`config.mk`:
```
export PLATFORM = sky130hd
export DESIGN_NAME = fpu_addsub_arbiter
export DESIGN_NICKNAME = d
export VERILOG_FILES = /design/src/rtl/fpu_pkg.sv /design/src/rtl/Adder_Subtractor.sv /design/src/rtl/rr_arbiter.sv /design/src/rtl/fpu_addsub_arbiter.sv
export SDC_FILE = /design/constraint.sdc
export NUM_CORES = 1
export LEC_CHECK = 0
export CAP_MARGIN = 20
export CORE_UTILIZATION = 56
export DETAILED_ROUTE_END_ITERATION = 7
export HOLD_SLACK_MARGIN = 0.03
export PLACE_DENSITY = 0.83
export SETUP_SLACK_MARGIN = 0.15
export SYNTH_ARGS = -nofsm -noshare
export SYNTH_HDL_FRONTEND = slang
export SYNTH_SLANG_ARGS = --single-unit
```
`constraint.sdc`:
```
create_clock -name clk -period 19.1 [get_ports clk]
set_input_delay 3.82 -clock clk [delete_from_list [all_inputs] [get_ports clk]]
set_output_delay 3.82 -clock clk [all_outputs]
set_load 0.03 [all_outputs]
```
`src/rtl/fpu_pkg.sv`:
```
// Shared types and constants for the FPU add/sub front end.
package fpu_pkg;

    localparam int   FP_W   = 32;
    localparam logic OP_ADD = 1'b0;
    localparam logic OP_SUB = 1'b1;

    typedef enum logic [1:0] {IDLE, EXEC, DONE} fpu_arb_state_t;

    typedef struct packed {
        logic [FP_W-1:0] a;
        logic [FP_W-1:0] b;
        logic            op;
    } fpu_req_t;

endpackage

```
`src/rtl/Adder_Subtractor.sv`:
```
// Combinational IEEE-754 single-precision add/subtract, round-to-nearest-even.
// exception flags overflow to infinity, infinite operands and NaN results.
module Adder_Subtractor
    import fpu_pkg::*;
(
    input  logic [FP_W-1:0] a,
    input  logic [FP_W-1:0] b,
    input  logic            op,
    output logic            exception,
    output logic [FP_W-1:0] result
);

    logic        sign_a, sign_b, sign_l, sign_s, swap, eff_sub;
    logic        a_inf, b_inf, a_nan, b_nan;
    logic [7:0]  exp_l, exp_s, diff;
    logic [23:0] man_l, man_s;
    logic [26:0] ext_s, sh_s, norm;
    logic [27:0] sum;
    logic [9:0]  exp_n;
    logic [4:0]  lz, sh;
    logic        lz_found, rnd_up;
    logic [24:0] man_r;

    // align, add, normalise, round, then pick special-case results
    always_comb begin
        sign_a = a[31];
        sign_b = b[31] ^ (op == OP_SUB);
        a_nan  = (&a[30:23]) & (|a[22:0]);
        b_nan  = (&b[30:23]) & (|b[22:0]);
        a_inf  = (&a[30:23]) & ~(|a[22:0]);
        b_inf  = (&b[30:23]) & ~(|b[22:0]);

        // larger magnitude goes first so the difference is never negative
        swap = b[30:0] > a[30:0];
        if (swap) begin
            sign_l = sign_b;  sign_s = sign_a;
            exp_l  = b[30:23]; exp_s = a[30:23];
            man_l  = {|b[30:23], b[22:0]};
            man_s  = {|a[30:23], a[22:0]};
        end else begin
            sign_l = sign_a;  sign_s = sign_b;
            exp_l  = a[30:23]; exp_s = b[30:23];
            man_l  = {|a[30:23], a[22:0]};
            man_s  = {|b[30:23], b[22:0]};
        end
        // subnormals share the minimum normal exponent
        if (exp_l == 8'd0) exp_l = 8'd1;
        if (exp_s == 8'd0) exp_s = 8'd1;
        eff_sub = sign_l ^ sign_s;

        // three extra bits: guard, round, sticky
        diff  = exp_l - exp_s;
        ext_s = {man_s, 3'b000};
        if (diff >= 8'd27)
            sh_s = {26'd0, |ext_s};
        else
            sh_s = (ext_s >> diff) | {26'd0, |(ext_s & ((27'd1 << diff) - 27'd1))};

        if (eff_sub)
            sum = {1'b0, man_l, 3'b000} - {1'b0, sh_s};
        else
            sum = {1'b0, man_l, 3'b000} + {1'b0, sh_s};

        exp_n    = {2'b00, exp_l};
        lz       = 5'd0;
        lz_found = 1'b0;
        sh       = 5'd0;
        if (sum[27]) begin
            norm  = {sum[27:2], sum[1] | sum[0]};
            exp_n = exp_n + 10'd1;
        end else begin
            for (int i = 0; i < 27; i++) begin
                if (!lz_found && sum[26-i]) begin
                    lz       = 5'(i);
                    lz_found = 1'b1;
                end
            end
            if (!lz_found) lz = 5'd27;
            // never shift below the minimum exponent: result goes subnormal
            sh    = ({5'd0, lz} < exp_n - 10'd1) ? lz : 5'(exp_n - 10'd1);
            norm  = sum[26:0] << sh;
            exp_n = exp_n - {5'd0, sh};
        end

        rnd_up = norm[2] & (norm[3] | norm[1] | norm[0]);
        man_r  = {1'b0, norm[26:3]} + {24'd0, rnd_up};
        if (man_r[24]) begin
            man_r = {1'b0, man_r[24:1]};
            exp_n = exp_n + 10'd1;
        end

        exception = 1'b0;
        if (a_nan | b_nan | (a_inf & b_inf & (sign_a != sign_b))) begin
            result    = 32'h7FC0_0000;
            exception = 1'b1;
        end else if (a_inf) begin
            result    = {sign_a, 8'hFF, 23'd0};
            exception = 1'b1;
        end else if (b_inf) begin
            result    = {sign_b, 8'hFF, 23'd0};
            exception = 1'b1;
        end else if (sum == 28'd0) begin
            // exact cancellation gives +0 unless both inputs were -0
            result = {sign_a & sign_b, 31'd0};
        end else if (exp_n >= 10'd255) begin
            result    = {sign_l, 8'hFF, 23'd0};
            exception = 1'b1;
        end else begin
            result = {sign_l, man_r[23] ? exp_n[7:0] : 8'd0, man_r[22:0]};
        end
    end

endmodule

```
`src/rtl/rr_arbiter.sv`:
```
// Combinational round-robin picker: first requester at or after ptr, wrapping.
module rr_arbiter #(
    parameter int N  = 4,
    parameter int IW = (N > 1) ? $clog2(N) : 1
) (
    input  logic [N-1:0]  req,
    input  logic [IW-1:0] ptr,
    input  logic          en,
    output logic [N-1:0]  gnt,
    output logic [IW-1:0] gnt_idx
);

    logic          found;
    logic [IW-1:0] cand;

    // scan N positions starting from ptr; the first hit wins
    always_comb begin
        gnt     = '0;
        gnt_idx = '0;
        found   = 1'b0;
        cand    = '0;
        for (int k = 0; k < N; k++) begin
            cand = IW'((int'(ptr) + k) % N);
            if (en && !found && req[cand]) begin
                gnt[cand] = 1'b1;
                gnt_idx   = cand;
                found     = 1'b1;
            end
        end
    end

endmodule

```
`src/rtl/fpu_addsub_arbiter.sv`:
```
// Round-robin front end sharing one Adder_Subtractor among NREQ requesters.
// One transaction in flight: IDLE (accept) -> EXEC (compute) -> DONE (hold response).
module fpu_addsub_arbiter
    import fpu_pkg::*;
#(
    parameter int NREQ = 4,
    parameter int IDW  = $clog2(NREQ)
) (
    input  logic                      clk,
    input  logic                      rst_n,
    input  logic [NREQ-1:0]           req_valid,
    output logic [NREQ-1:0]           req_ready,
    input  logic [NREQ-1:0][FP_W-1:0] req_a,
    input  logic [NREQ-1:0][FP_W-1:0] req_b,
    input  logic [NREQ-1:0]           req_op,
    output logic                      rsp_valid,
    input  logic                      rsp_ready,
    output logic [FP_W-1:0]           rsp_result,
    output logic                      rsp_exception,
    output logic [IDW-1:0]            rsp_id,
    output logic                      busy,
    output logic [15:0]               exc_count
);

    fpu_arb_state_t  state_q, state_d;
    logic [IDW-1:0]  ptr_q, ptr_d, id_q, id_d, rsp_id_q, rsp_id_d, gnt_idx;
    fpu_req_t        opr_q, opr_d;
    logic [NREQ-1:0] gnt;
    logic            accept;
    logic [FP_W-1:0] fu_result, rsp_result_q, rsp_result_d;
    logic            fu_exc, rsp_exc_q, rsp_exc_d;
    logic [15:0]     exc_cnt_q, exc_cnt_d;

    rr_arbiter #(.N(NREQ), .IW(IDW)) u_arb (
        .req     (req_valid),
        .ptr     (ptr_q),
        .en      (state_q == IDLE),
        .gnt     (gnt),
        .gnt_idx (gnt_idx)
    );

    assign req_ready = gnt;
    assign accept    = |(req_valid & gnt);

    Adder_Subtractor u_addsub (
        .a         (opr_q.a),
        .b         (opr_q.b),
        .op        (opr_q.op),
        .exception (fu_exc),
        .result    (fu_result)
    );

    // sequencer: capture operands on accept, register the result, hold until taken
    always_comb begin
        state_d      = state_q;
        ptr_d        = ptr_q;
        id_d         = id_q;
        opr_d        = opr_q;
        rsp_result_d = rsp_result_q;
        rsp_exc_d    = rsp_exc_q;
        rsp_id_d     = rsp_id_q;
        exc_cnt_d    = exc_cnt_q;
        case (state_q)
            IDLE: begin
                if (accept) begin
                    opr_d   = '{a: req_a[gnt_idx], b: req_b[gnt_idx], op: req_op[gnt_idx]};
                    id_d    = gnt_idx;
                    ptr_d   = (gnt_idx == IDW'(NREQ - 1)) ? '0 : gnt_idx + IDW'(1);
                    state_d = EXEC;
                end
            end
            EXEC: begin
                rsp_result_d = fu_result;
                rsp_exc_d    = fu_exc;
                rsp_id_d     = id_q;
                if (fu_exc && exc_cnt_q != 16'hFFFF)
                    exc_cnt_d = exc_cnt_q + 16'd1;
                state_d = DONE;
            end
            DONE: begin
                if (rsp_ready) state_d = IDLE;
            end
            default: state_d = IDLE;
        endcase
    end

    // state and datapath registers; reset drops any in-flight operation
    always_ff @(posedge clk or negedge rst_n) begin
        if (!rst_n) begin
            state_q      <= IDLE;
            ptr_q        <= '0;
            id_q         <= '0;
            opr_q        <= '0;
            rsp_result_q <= '0;
            rsp_exc_q    <= 1'b0;
            rsp_id_q     <= '0;
            exc_cnt_q    <= '0;
        end else begin
            state_q      <= state_d;
            ptr_q        <= ptr_d;
            id_q         <= id_d;
            opr_q        <= opr_d;
            rsp_result_q <= rsp_result_d;
            rsp_exc_q    <= rsp_exc_d;
            rsp_id_q     <= rsp_id_d;
            exc_cnt_q    <= exc_cnt_d;
        end
    end

    assign rsp_valid     = (state_q == DONE);
    assign busy          = (state_q != IDLE);
    assign rsp_result    = rsp_result_q;
    assign rsp_exception = rsp_exc_q;
    assign rsp_id        = rsp_id_q;
    assign exc_count     = exc_cnt_q;

endmodule

```
==> flow_summary.yaml <==
outcome:
  status: "completed"
worst_setup_path:
  r2r-end: "rsp_result[28]$_DFFE_PN0P_"
  cp.depth: 64
  cp_top_family: "compound AO/OA/AOI/OAI gates"
  cp_max_fo: 33
  r2r_cells: 64
  worstPathRequired_ps: 19370
  cp_slowest_stage_delay_ps: 880
  rr_startpoint: "opr_q[58]$_DFFE_PN0P_"
  cp-start-kind: "flip-flop"
  critPathArrivalTime_ps: 18190
  cpMaxStageDelayCell: "xnor3_1"
  crit_start: "opr_q[58]$_DFFE_PN0P_"
  cpMostUsedCell: "a21oi_1"
  crit_path_end_kind: "flip-flop"
  reg2reg_slack_ps: 1190
  path_class: "flip-flop to flip-flop"
  critPathBufInv: 8
worst_hold_path:
  hold_depth: 2
  min_to: "rsp_id[1]$_DFFE_PN0P_"
  hold_path_class: "flip-flop to flip-flop"
  holdCritStartpoint: "id_q[1]$_DFFE_PN0P_"
floorplan:
  rows: 67
  core_area_um2: 33900
  start_util: 0.575
  die_w_um: 188
  fp.dieH_um: 188
  pin_count: 324
  die-area_um2: 35500
synth:
  syn_nets: 3224
  synthXorXnorAreaFrac: 0.0335
  synthesis.area_um2: 19500
  postSynthAreaPerCell_um2: 6.85
  synthMuxAreaShare: 0.0948
  syn_inst: 2844
  ys_warn_count: 0
  synthFlopType: "dfrtp_1"
  synth-compound-area-share: 0.272
  ys_seq_area_frac: 0.157
  synthAdderAreaFrac: 0.0753
  synth-seq-cells: 122
  async_flop_share: 1.00
  synthDistinctLibCells: 114
  synth_enable_flop_cells: 0
  yosys.area_share.simple: 0.301
  synth_top_family_by_area: "simple AND/OR/NAND/NOR gates"
drt:
  viasPerCell: 6.89
  antenna_left: 0
  post_drt_wl_per_cell_um: 23.2
  drt-initial-drc-count: 3378
  drc: 0
  first_pass_iters: 8
  num_vias: 24197
  drt-total-wl_um: 81500
finish:
  final_cell_mix: "nand2_1 (592), clkdlybuf4s50_1 (322), o21ai_0 (220)"
  area_delta_synth_final_pct: 21.6
  mostFrequentLayoutCell: "nand2_1"
  nFillCells: 2762
  fin_cells: 3512
  postLayoutCoreUtil: 0.699
  nets: 3422
  drive_above_1_share: 0.0664
clock_tree:
  cts_buffers: 17
  clkSlewWorstSetupHoldPaths_ps: 60
  cts_hold_buf: 0
  htreeDepth: 4
  cts.sinks: 122
  cts_buffer_depth: 2
  worstSkewPairLatency_ps: 440
  cts_tree: "built"
  root_buffer: "clkbuf_16"
sta:
  setup_tns_ps: 0
  final_max_slew_viol_count: 0
  max_slew.worst_pin.slew_ps: 1130
  fin_crit_sh: 0.938
  slew_headroom: 0.241
  layout_setup_ws_ps: 1190
  timing.fmax_mhz: 55.8
  fin_skew_ps: 13.2
  rsz0062_at_grt: "no"
  finalSetupViolCount: 0
  hold_violations: 0
  fin_crit_ps: 17910
global_routing:
  antenna_found_initial: 9
  grt_pass1_vias: 22617
  grt_pass1_wl_um: 125000
  grt_max_degree: 122
  gr-usage-all-layers: 0.444
  grt_overflow: 0
placed_design:
  portBuffers: 323
  dp_hpwl_um: 62800
  place_congestion: 1.06
  place_inst: 3467
  dp_slack_ps: 1230
job:
  timing.max_cap.violations: 0
-- layout make-up --
cell class | instances | area, µm² | share of cell area
Tap cell | 448 | 561 | 0.0237
Multi-Input combinational cell | 2398 | 15200 | 0.644
Sequential cell | 122 | 3050 | 0.129
Inverter | 130 | 492 | 0.0208
Timing Repair Buffer | 373 | 3650 | 0.154
Clock inverter | 11 | 193 | 0.00814
Clock buffer | 21 | 460 | 0.0194
Antenna cell | 9 | 22.5 | 0.000951
-- cell usage after synthesis, drive strengths merged, types with 15 or more instances --
library cell	count	area share
a211oi	42	0.016
a21o	40	0.015
a21oi	149	0.038
a22o	16	0.0072
a22oi	20	0.0077
a31oi	21	0.0067
and2	20	0.0067
and3	32	0.010
buf	56	0.014
clkbuf	138	0.027
dfrtp	122	0.16
ha	110	0.071
inv	126	0.024
mux2	35	0.021
mux2i	112	0.058
nand2	594	0.11
nand2b	30	0.0096
nand3	134	0.035
nand4	42	0.014
nor2	170	0.033
nor3	81	0.022
nor4	49	0.017
o211ai	70	0.027
o21ai	226	0.058
o21bai	21	0.0083
o22ai	16	0.0051
o31ai	15	0.0060
or2	15	0.0048
or3	29	0.0096
xnor2	53	0.024
xor2	19	0.0085
-- worst max path at each step --
stage / end / slack, ps
5_1_grt: rsp_result[28]$_DFFE_PN0P_ / 200
6_report: rsp_result[28]$_DFFE_PN0P_ / 1190
4_1_cts: rsp_result[8]$_DFFE_PN0P_ / 1130
3_5_place_dp: rsp_result[28]$_DFFE_PN0P_ / 1230
2_1_floorplan: rsp_result[30]$_DFFE_PN0P_ / 2760
3_3_place_gp: rsp_result[10]$_DFFE_PN0P_ / 1800
-- flip-flops by register name, indices dropped and copies added (netlist names) --
signal and cells:
exc_count 16, id_q 2, opr_q 65, ptr_q 2, rsp_exception 1, rsp_id 2, rsp_result 32, state_q 2
-- metal layers --
metal  part of all wire  track usage  routed length (µm)  up-vias
met1               0.37        0.544               30300    11251
met4              0.069        0.263                5650        0
met5                  0            0                   0        -
li1                   -            -                   -    10784
met3               0.11       0.0976                8740      413
met2               0.45        0.713               36800     1749
-- metrics by stage --
stage               cell area (µm²)  hold WS [ps]
floorplan                     19500           433
global placement              22900           451
detailed placement            22900           464
CTS                           23500           478
global route                  23700           495
finish                        23700           479
-- cells by family (layout without fill, tap and decap cells) --
family                     after synthesis  after routing
DFF                                    122            122
other                                    0              9
muxes                                  161            161
AOI/OAI and AO/OA                      795            795
xor gates and xnor gates                73             73
adders and majority gates              116            116
buffers and inverters                  324            535
and+or+nand+nor                       1253           1253
-- what timing repair did --
item                                   CTS  global route
gates resized for setup                  0             8
endpoints found under the hold margin    0             0
setup endpoints to repair                0            48
setup buffers                            0             3
-- worst register-to-register path: cells and delay by family, from the launching register on --
family | cells | cell delay (ps)
xor gates and xnor gates | 1 | 880
muxes | 2 | 440
DFF | 1 | 660
and+or+nand+nor | 11 | 2710
adders and majority gates | 7 | 2520
AOI/OAI and AO/OA | 35 | 9050
buffers and inverters | 8 | 1510
Power is not shown: default switching activity piles up to over one toggle a cycle in this logic, so the estimate is an artifact.
